<file path="src/rtl/incr_arbiter_pkg.sv">
// rtl/incr_arbiter_pkg.sv - shared types and helpers for the incrementor arbiter
package incr_arb_pkg;

   localparam int INCR_W  = 16;
   localparam int MAX_IDW = 3;

   typedef struct packed {
      logic [INCR_W-1:0]  data;
      logic               cy;
      logic [MAX_IDW-1:0] id;
   } incr_rsp_t;

   function automatic int rr_next(input int idx, input int nreq);
      return (idx + 1 >= nreq) ? 0 : idx + 1;
   endfunction

endpackage

</file>
<file path="src/rtl/incr_arbiter_if.sv">
// rtl/incr_arbiter_if.sv - request/response bundle between clients and the incrementor arbiter
interface incr_arbiter_if
   import incr_arb_pkg::*;
#(
   parameter int NREQ = 4,
   parameter int IDW  = $clog2(NREQ)
);
   logic [NREQ-1:0]        req_valid;
   logic [NREQ*INCR_W-1:0] req_data;
   logic [NREQ-1:0]        req_ready;
   logic                   rsp_valid;
   logic                   rsp_ready;
   logic [INCR_W-1:0]      rsp_data;
   logic                   rsp_cy;
   logic [IDW-1:0]         rsp_id;

   modport master (
      output req_valid, req_data, rsp_ready,
      input  req_ready, rsp_valid, rsp_data, rsp_cy, rsp_id
   );

   modport slave (
      input  req_valid, req_data, rsp_ready,
      output req_ready, rsp_valid, rsp_data, rsp_cy, rsp_id
   );
endinterface

</file>
<file path="src/rtl/incr16.sv">
// rtl/incr16.sv - 16-bit +1 incrementor with carry out
module incr16 (
   input  logic [15:0] a,
   output logic [15:0] y,
   output logic        cy
);
   // all_ones[i] is the AND of a[i-1:0]: bit i toggles exactly when every lower bit is set
   logic [16:0] all_ones;

   always_comb begin
      all_ones[0] = 1'b1;
      for (int i = 0; i < 16; i++) begin
         all_ones[i+1] = all_ones[i] & a[i];
         y[i]          = a[i] ^ all_ones[i];
      end
      cy = all_ones[16];
   end
endmodule

</file>
<file path="src/rtl/incr_arbiter_rr_pick.sv">
// rtl/incr_arbiter_rr_pick.sv - combinational round-robin picker, search starts at ptr and wraps
module rr_pick #(
   parameter int NREQ = 4,
   parameter int IDW  = $clog2(NREQ)
) (
   input  logic [NREQ-1:0] req,
   input  logic [IDW-1:0]  ptr,
   input  logic            en,
   output logic [NREQ-1:0] gnt,
   output logic [IDW-1:0]  gnt_idx,
   output logic            any
);
   logic [IDW-1:0] sel;

   // Walk from farthest to nearest so the candidate closest to ptr wins last
   always_comb begin
      gnt     = '0;
      gnt_idx = '0;
      any     = 1'b0;
      sel     = '0;
      for (int k = NREQ - 1; k >= 0; k--) begin
         sel = IDW'((int'(ptr) + k) % NREQ);
         if (en && req[sel]) begin
            gnt      = '0;
            gnt[sel] = 1'b1;
            gnt_idx  = sel;
            any      = 1'b1;
         end
      end
   end
endmodule

</file>
<file path="src/rtl/incr_arbiter.sv">
// rtl/incr_arbiter.sv - round-robin sharing of one incr16 among NREQ clients, one registered result slot
module incr_arbiter
   import incr_arb_pkg::*;
#(
   parameter int NREQ = 4,
   parameter int IDW  = $clog2(NREQ),
   parameter int CNTW = 32
) (
   input  logic            clk,
   input  logic            rst_n,
   incr_arbiter_if.slave   bus,
   output logic [CNTW-1:0] op_count
);
   typedef enum logic {EMPTY, FULL} slot_e;

   slot_e             state;
   incr_rsp_t         rsp;
   logic [IDW-1:0]    ptr;
   logic              slot_free;
   logic              any;
   logic [NREQ-1:0]   gnt;
   logic [IDW-1:0]    gnt_idx;
   logic [INCR_W-1:0] operand;
   logic [INCR_W-1:0] sum;
   logic              cy;
   logic              unused_id_bits;

   assign slot_free = (state == EMPTY) || bus.rsp_ready;

   // Gating with rst_n keeps grants off for the whole time reset is held
   rr_pick #(.NREQ(NREQ), .IDW(IDW)) u_pick (
      .req     (bus.req_valid),
      .ptr     (ptr),
      .en      (slot_free && rst_n),
      .gnt     (gnt),
      .gnt_idx (gnt_idx),
      .any     (any)
   );

   assign bus.req_ready = gnt;

   always_comb begin
      operand = '0;
      for (int i = 0; i < NREQ; i++)
         if (gnt[i]) operand = bus.req_data[i*INCR_W +: INCR_W];
   end

   incr16 u_incr (
      .a  (operand),
      .y  (sum),
      .cy (cy)
   );

   always_ff @(posedge clk or negedge rst_n) begin
      if (!rst_n) begin
         state    <= EMPTY;
         rsp      <= '0;
         ptr      <= '0;
         op_count <= '0;
      end else if (any) begin
         state    <= FULL;
         rsp.data <= sum;
         rsp.cy   <= cy;
         rsp.id   <= MAX_IDW'(gnt_idx);
         ptr      <= IDW'(rr_next(int'(gnt_idx), NREQ));
         op_count <= op_count + 1'b1;
      end else if (bus.rsp_ready) begin
         state <= EMPTY;
      end
   end

   assign bus.rsp_valid = (state == FULL);
   assign bus.rsp_data  = rsp.data;
   assign bus.rsp_cy    = rsp.cy;
   assign bus.rsp_id    = rsp.id[IDW-1:0];
   assign unused_id_bits = ^rsp.id;
endmodule

</file>
<file path="src/flat_wrapper.sv">
// flat-port wrapper written by rule: the top's interface ports become plain ports
module incr_arbiter_flat import incr_arb_pkg::*;
#(
   parameter int NREQ = 4,
   parameter int IDW  = $clog2(NREQ),
   parameter int CNTW = 32
)
  (clk, rst_n, op_count, bus_req_valid, bus_req_data, bus_rsp_ready, bus_req_ready, bus_rsp_valid, bus_rsp_data, bus_rsp_cy, bus_rsp_id);
  incr_arbiter_if #(.NREQ(NREQ), .IDW(IDW)) bus_i ();
  input  logic clk;
  input  logic rst_n;
  output logic [CNTW-1:0] op_count;
  input wire logic [$bits(bus_i.req_valid)-1:0] bus_req_valid;
  input wire logic [$bits(bus_i.req_data)-1:0] bus_req_data;
  input wire logic [$bits(bus_i.rsp_ready)-1:0] bus_rsp_ready;
  output wire logic [$bits(bus_i.req_ready)-1:0] bus_req_ready;
  output wire logic [$bits(bus_i.rsp_valid)-1:0] bus_rsp_valid;
  output wire logic [$bits(bus_i.rsp_data)-1:0] bus_rsp_data;
  output wire logic [$bits(bus_i.rsp_cy)-1:0] bus_rsp_cy;
  output wire logic [$bits(bus_i.rsp_id)-1:0] bus_rsp_id;
  assign bus_i.req_valid = bus_req_valid;
  assign bus_i.req_data = bus_req_data;
  assign bus_i.rsp_ready = bus_rsp_ready;
  assign bus_req_ready = bus_i.req_ready;
  assign bus_rsp_valid = bus_i.rsp_valid;
  assign bus_rsp_data = bus_i.rsp_data;
  assign bus_rsp_cy = bus_i.rsp_cy;
  assign bus_rsp_id = bus_i.rsp_id;
  incr_arbiter #(.NREQ(NREQ), .IDW(IDW), .CNTW(CNTW)) u_core (.clk(clk), .rst_n(rst_n), .bus(bus_i), .op_count(op_count));
endmodule
</file>
<file path="config.mk">
export PLATFORM = sky130hd
export DESIGN_NAME = incr_arbiter_flat
export DESIGN_NICKNAME = d
export VERILOG_FILES = /design/src/rtl/incr_arbiter_pkg.sv /design/src/rtl/incr_arbiter_if.sv /design/src/rtl/incr16.sv /design/src/rtl/incr_arbiter_rr_pick.sv /design/src/rtl/incr_arbiter.sv /design/src/flat_wrapper.sv
export SDC_FILE = /design/constraint.sdc
export NUM_CORES = 1
export LEC_CHECK = 0
export CAP_MARGIN = 10
export CORE_MARGIN = 4
export CORE_UTILIZATION = 50
export CTS_BUF_LIST = sky130_fd_sc_hd__clkbuf_8
export DETAILED_ROUTE_END_ITERATION = 10
export PLACE_DENSITY = 0.88
export SLEW_MARGIN = 20
export SYNTH_ARGS = -nofsm -noshare
export SYNTH_HDL_FRONTEND = slang
export SYNTH_SLANG_ARGS = --single-unit
export TNS_END_PERCENT = 100
</file>
<file path="constraint.sdc">
create_clock -name clk -period 18.64 [get_ports clk]
set_clock_uncertainty 0.15 [all_clocks]
set_input_delay 3.728 -clock clk [delete_from_list [all_inputs] [get_ports clk]]
set_output_delay 3.728 -clock clk [all_outputs]
set_load 0.005 [all_outputs]
</file>
Word level (Yosys, flattened, before mapping)
Index checks and enable logic that the tools add are counted.
{"block": "op_classes", "magnitude_cmp": 9, "reduce_logical": 11, "add_sub_neg": 5, "bitwise": 32, "mux": 35}
{"cell": "16-bit two-way mux", "n": 4}
{"cell": "32-bit by 1-bit adder with 32-bit output, second input constant", "n": 1}
{"cell": "4-bit two-way mux", "n": 4}
{"cell": "1-bit AND", "n": 15}
{"cell": "1-bit bitwise XOR", "n": 15}
{"cell": "1-bit two-way mux", "n": 14}
{"cell": "2-bit by 3-bit < comparator with 1-bit output, second input constant", "n": 4}
{"cell": "2-bit two-way mux", "n": 5}
{"cell": "1-bit logical AND", "n": 9}
{"cell": "1-bit binary-select mux with 2-bit select", "n": 4}
{"cell": "1-bit demux with 2-bit select", "n": 4}
{"cell": "2-bit by 1-bit >= comparator with 1-bit output, second input constant", "n": 4}
{"cell": "2-bit adder, second input constant", "n": 2}
{"cell": "2-bit by 1-bit adder with 3-bit output, second input constant", "n": 1}
{"cell": "3-bit >= comparator, second input constant", "n": 1}
{"cell": "2-bit by 1-bit adder with 2-bit output, second input constant", "n": 1}
{"cell": "1-bit NOT", "n": 2}
{"cell": "2-bit nonzero test", "n": 1}
{"cell": "1-bit logical OR", "n": 1}
{"block": "word_totals", "word_cells": 98, "register_bits": 54, "out_inout_bits": 56, "inputBits": 71}

Logic depth before layout (Yosys ltp)
{"block": "logic_depth", "ltp_word": 28, "mapped_depth": 30, "depth_no_buf": 26}

Cells and area by module
A second synthesis with hierarchy kept.
{"block": "unflattened", "cells_unflattened": 335, "area_unflattened_um2": 3485.8}
{"module": "incr_arbiter", "instances": 1, "seq_area_each_um2": 1351.3, "cells_per_inst": 246, "area_per_inst_um2": 2746.4}
{"module": "rr_pick", "instances": 1, "seq_area_each_um2": 0.0, "cells_per_inst": 73, "area_per_inst_um2": 548.0}
{"module": "incr16", "instances": 1, "seq_area_each_um2": 0.0, "cells_per_inst": 16, "area_per_inst_um2": 191.4}

Least setup slack after synthesis
OpenSTA, ideal clock, no wires.
{"block": "synth_timing", "kind": "input-to-output", "startpoint": "input bus_req_valid[1]", "endpoint": "output bus_req_ready[1]", "path_stages": 6, "t_required_ps": 14762, "t_arrival_ps": 5448, "path_buffers": 1, "slack_ps": 9314, "path_cell_list": "nor2b_1 -> mux4_2 -> a311o_1 -> a222oi_1 -> nor3_2 -> buf_2"}
{"block": "synth_via", "elab_chain_cells": 7, "elab_cells_between_ends": 16, "classes_between": "mux: 12; reduce/logical: 4"}
{"element": "from (decl)", "line_no": "flat_wrapper.sv:13", "rtl": "input wire logic [$bits(bus_i.req_valid)-1:0] bus_req_valid;"}
{"element": "1-bit binary-select mux with 2-bit select", "line_no": "incr_arbiter_rr_pick.sv:23", "rtl": "if (en && req[sel]) begin"}
{"element": "1-bit two-way mux (implied by the code)", "line_no": "incr_arbiter_rr_pick.sv:23"}
{"element": "1-bit logical AND", "line_no": "incr_arbiter_rr_pick.sv:23"}
{"element": "4-bit two-way mux (3 in series)", "line_no": "incr_arbiter_rr_pick.sv:23"}
{"element": "4-bit two-way mux (*)", "line_no": "incr_arbiter_rr_pick.sv:23"}
{"element": "to (decl)", "line_no": "flat_wrapper.sv:16", "rtl": "output wire logic [$bits(bus_i.req_ready)-1:0] bus_req_ready;"}
Mark *: on every way between the ends. The rest lies on a longest branch, timed or not. The select of a mux whose other input is x is not followed.

Worst setup path in the final report
{"block": "layout_timing", "startpoint": "input bus_req_valid[0]", "endpoint": "output bus_req_ready[1]"}
The elaborated chain is that of the path after synthesis.

==> key figures <==
Die
  – Die Span Y: 91.6 um
  – Row count: 30
  – Die ar.: 8390 um^2
  – Initial Util: 0.514
  – Die Wd: 91.6 um
  – IO Pins: 127
  – Core Area: 6790 um^2

Timing
  – RSZ-0062 raised after global routing: no
  – Post-route setup TNS: 0 ns
  – Worst slew margin: 0.396
  – Fin. Hold Viols: 0
  – Slew Limit Fails: 0
  – Worst-margin pin slew: 0.905 ns
  – Period utilization: 0.564
  – Final Critical Period: 10.51 ns
  – Peak Freq: 95.2 MHz
  – Final setup viols: 0
  – WHS: 0.331 ns

Yosys
  – EDFF count, synth: 0
  – Mapped Nets: 460
  – Mean Syn Cell Area: 9.57 um^2
  – Seq/Total Area, Yosys: 0.387
  – Most used DFF post-synth: dfrtp_1
  – Fraction of registers with async set/reset: 1.00
  – Mapped Area: 3490 um^2
  – Mapped Cells: 365
  – Cell variety after synth: 47
  – Warnings from Yosys: 0
  – Top cell type's share of synthesized area: 0.387
  – Cell taking the most area after synthesis: dfrtp_1
  – Top cells by area, synth: dfrtp_1 39%, ha_1 8.6%, nand2_1 7.8%, a221oi_2 4.7%, xnor2_1 4.3%
  – Seq cells post-synth: 54

Clocking
  – Max clock buf depth: 2
  – Number of CTS-inserted buffers: 5
  – CTS tree: yes
  – Reg clk slew, reported paths: 0.09 ns
  – Clock sink total: 54
  – H-tree Lvls: 2
  – Clk root buf: clkbuf_8
  – Hold buffers post-CTS: 0
  – Setup bufs post-CTS: 0
  – Post-cts resize count: 0
  – Clock Latency Late Sink: 0.30 ns

GRT
  – First-pass GRT wire length: 15200 um
  – Grt total ovfl: 0
  – Number of global-route vias before repair: 3114
  – Antenna violations before repair: 0
  – Total track usage: 0.221
  – Largest net degree at the start of global routing: 58

Worst setup path
  – Critical path class: input pin to output port
  – Critical path, cell by cell: clkdlybuf4s50_1, nor2b_1, mux4_2, a311o_1, a222oi_1, nor3_2, buf_4, clkdlybuf4s50_1
  – Startpoint types: input pin
  – Crit Path Max Fanout: 17
  – R2R depth: 25
  – Worst r2r dst: u_core.bus.rsp_data[15]
  – Peak per-stage delay on the critical path: 0.54 ns
  – Number of buffer and inverter stages on the critical path: 3
  – Reg2Reg Setup Slack: 11.51 ns
  – CP Capture Type: output port
  – Worst EP required: 14.76 ns
  – CP max-delay cell: clkdlybuf4s50_1
  – Largest delay contributor family on the critical path: buffers and inverters
  – Arrival @ worst endpoint: 6.63 ns
  – Crit-path most repeated cell: clkdlybuf4s50_1
  – FF-to-FF Start: u_core.ptr[0]

Run
  – Max cap viols: 0

Placed design
  – Gpl congestion: 0.911
  – HPWL after detailed placement: 7150 um
  – Port bufs: 126
  – Post-DP Area: 4820 um^2

Cells and area
  – Final core utilization: 0.721
  – Post-layout instance area: 4900 um^2
  – Layout cells sized above 1: 0.0922
  – Area grow syn2layout: 40.3%
  – Commonest non-fill, non-tap cell in the layout: clkdlybuf4s50_1
  – Commonest non-fill, non-tap cells in the layout: 125 x clkdlybuf4s50_1, 73 x nand2_1, 54 x dfrtp_1
  – Layout Nets: 583
  – Fill count: 524
  – Ant diodes: 0

Routing
  – WL met3: 782 um
  – Total Routed Length: 9210 um
  – Top Layer Used: met4
  – Antenna Nets Post-Route: 0
  – WL per Instance: 15.8 um
  – Routed wl met2: 4320 um
  – Vias/cell: 5.26
  – First drt pass iteration count: 5
  – Initial DRC Count: 214
  – Vias: 3069
  – M1 WL: 4020 um
  – Drt drc: 0

Worst hold path
  – Worst hold-check path type: register to register
  – Min-Delay Endpoint: u_core.op_count[31]
  – Worst Hold Path Cells: 1
  – Hold path startpoint: u_core.op_count[31]

Power and ir drop
  – PwrDens: 110 nW/um^2
  – LEAKAGE: 0.00225 uW
  – Max VDD drop: 58.4 uV

Status
  – Status: finished clean
-- power breakdown --
group / leakage (uW) / switching, uW / internal, uW / total (uW)
clock network: 0.0000414 / 35.0 / 25.3 / 60.2
registers: 0.000708 / 26.4 / 143 / 169
logic: 0.00150 / 153 / 157 / 310
-- cell families after synthesis --
kind of cell             synth area share
AO/OA/AOI/OAI                       0.159
XOR/XNOR                           0.0803
adder cells (fa/ha/maj)            0.0860
buffers and inverters              0.0469
flip-flops                          0.387
multiplexers                       0.0434
AND/OR/NAND/NOR                     0.197
-- per-stage QoR --
| step | total power [uW] | cells | worst slack [ns] |
|---|---|---|---|
| after floorplan | 364 | 365 | 9.31 |
| after detailed placement | 481 | 577 | 8.20 |
| after CTS | 543 | 584 | 8.19 |
| after global routing | 585 | 584 | 8.02 |
| after global placement | 473 | 577 | 8.27 |
| final | 539 | 584 | 8.13 |
-- layer usage --
layer | vias to the layer above | GRT usage
li1 | 1506 | -
met1 | 1421 | 0.295
met2 | 133 | 0.359
met3 | 9 | 0.0621
met4 | 0 | 0.0427
met5 | - | 0
-- worst max-delay path by stage --
stage                           from                to  slack [ns]  cells past startpoint
floorplan           bus_req_valid[1]  bus_req_ready[1]        9.31                      6
global placement    bus_req_valid[1]  bus_req_ready[1]        8.27                      8
detailed placement  bus_req_valid[0]  bus_req_ready[1]        8.20                      8
CTS                 bus_req_valid[0]  bus_req_ready[1]        8.19                      8
global route        bus_req_valid[1]  bus_req_ready[1]        8.02                      8
finish              bus_req_valid[0]  bus_req_ready[1]        8.13                      8
-- registers in the layout, summed over array words and instances, names as in the netlist --
signal                flops
u_core.bus.rsp_cy         1
u_core.bus.rsp_data      16
u_core.bus.rsp_id         2
u_core.bus.rsp_valid      1
u_core.op_count          32
u_core.ptr                2
-- Yosys cell counts, types with 5 or more instances --
master and count:
clkbuf_1 7, mux2i_1 5, and3_1 6, a22oi_1 5, nor3_1 6, nor2b_1 7
and2_1 6, inv_1 21, a221oi_1 6, dfrtp_1 54, nor2_1 30, nand2_1 73
a221oi_2 11, a22oi_2 10, ha_1 24, xnor2_1 17, nand3_1 8, xor2_1 15
-- area by class of cell --
cell class	instances	area [um^2]	area share
clock buffer	5	68.8	0.0140
clock inverter	2	11.3	0.00230
inverter	23	91.3	0.0186
multi-input combinational	275	1980	0.404
sequential	54	1350	0.276
tap	96	120	0.0245
timing repair buffer	129	1280	0.261
-- worst reg2reg max path: stages, from the launching register on --
cell and delay, ns:
dfrtp_1 0.71, inv_6 0.12, ha_1 0.46, mux4_2 0.63, a21oi_1 0.20, a31o_1 0.62
and2_1 0.75, nor2b_1 0.28, nor3_1 0.08, ha_1 0.19, ha_1 0.21, ha_1 0.21
ha_1 0.18, ha_1 0.18, ha_1 0.18, ha_1 0.18, ha_1 0.18, ha_1 0.18
ha_1 0.18, ha_1 0.18, ha_1 0.18, ha_1 0.18, ha_1 0.20, ha_1 0.30
nand2_1 0.06, nand2_1 0.07
Power figures use the tool's default switching activity.
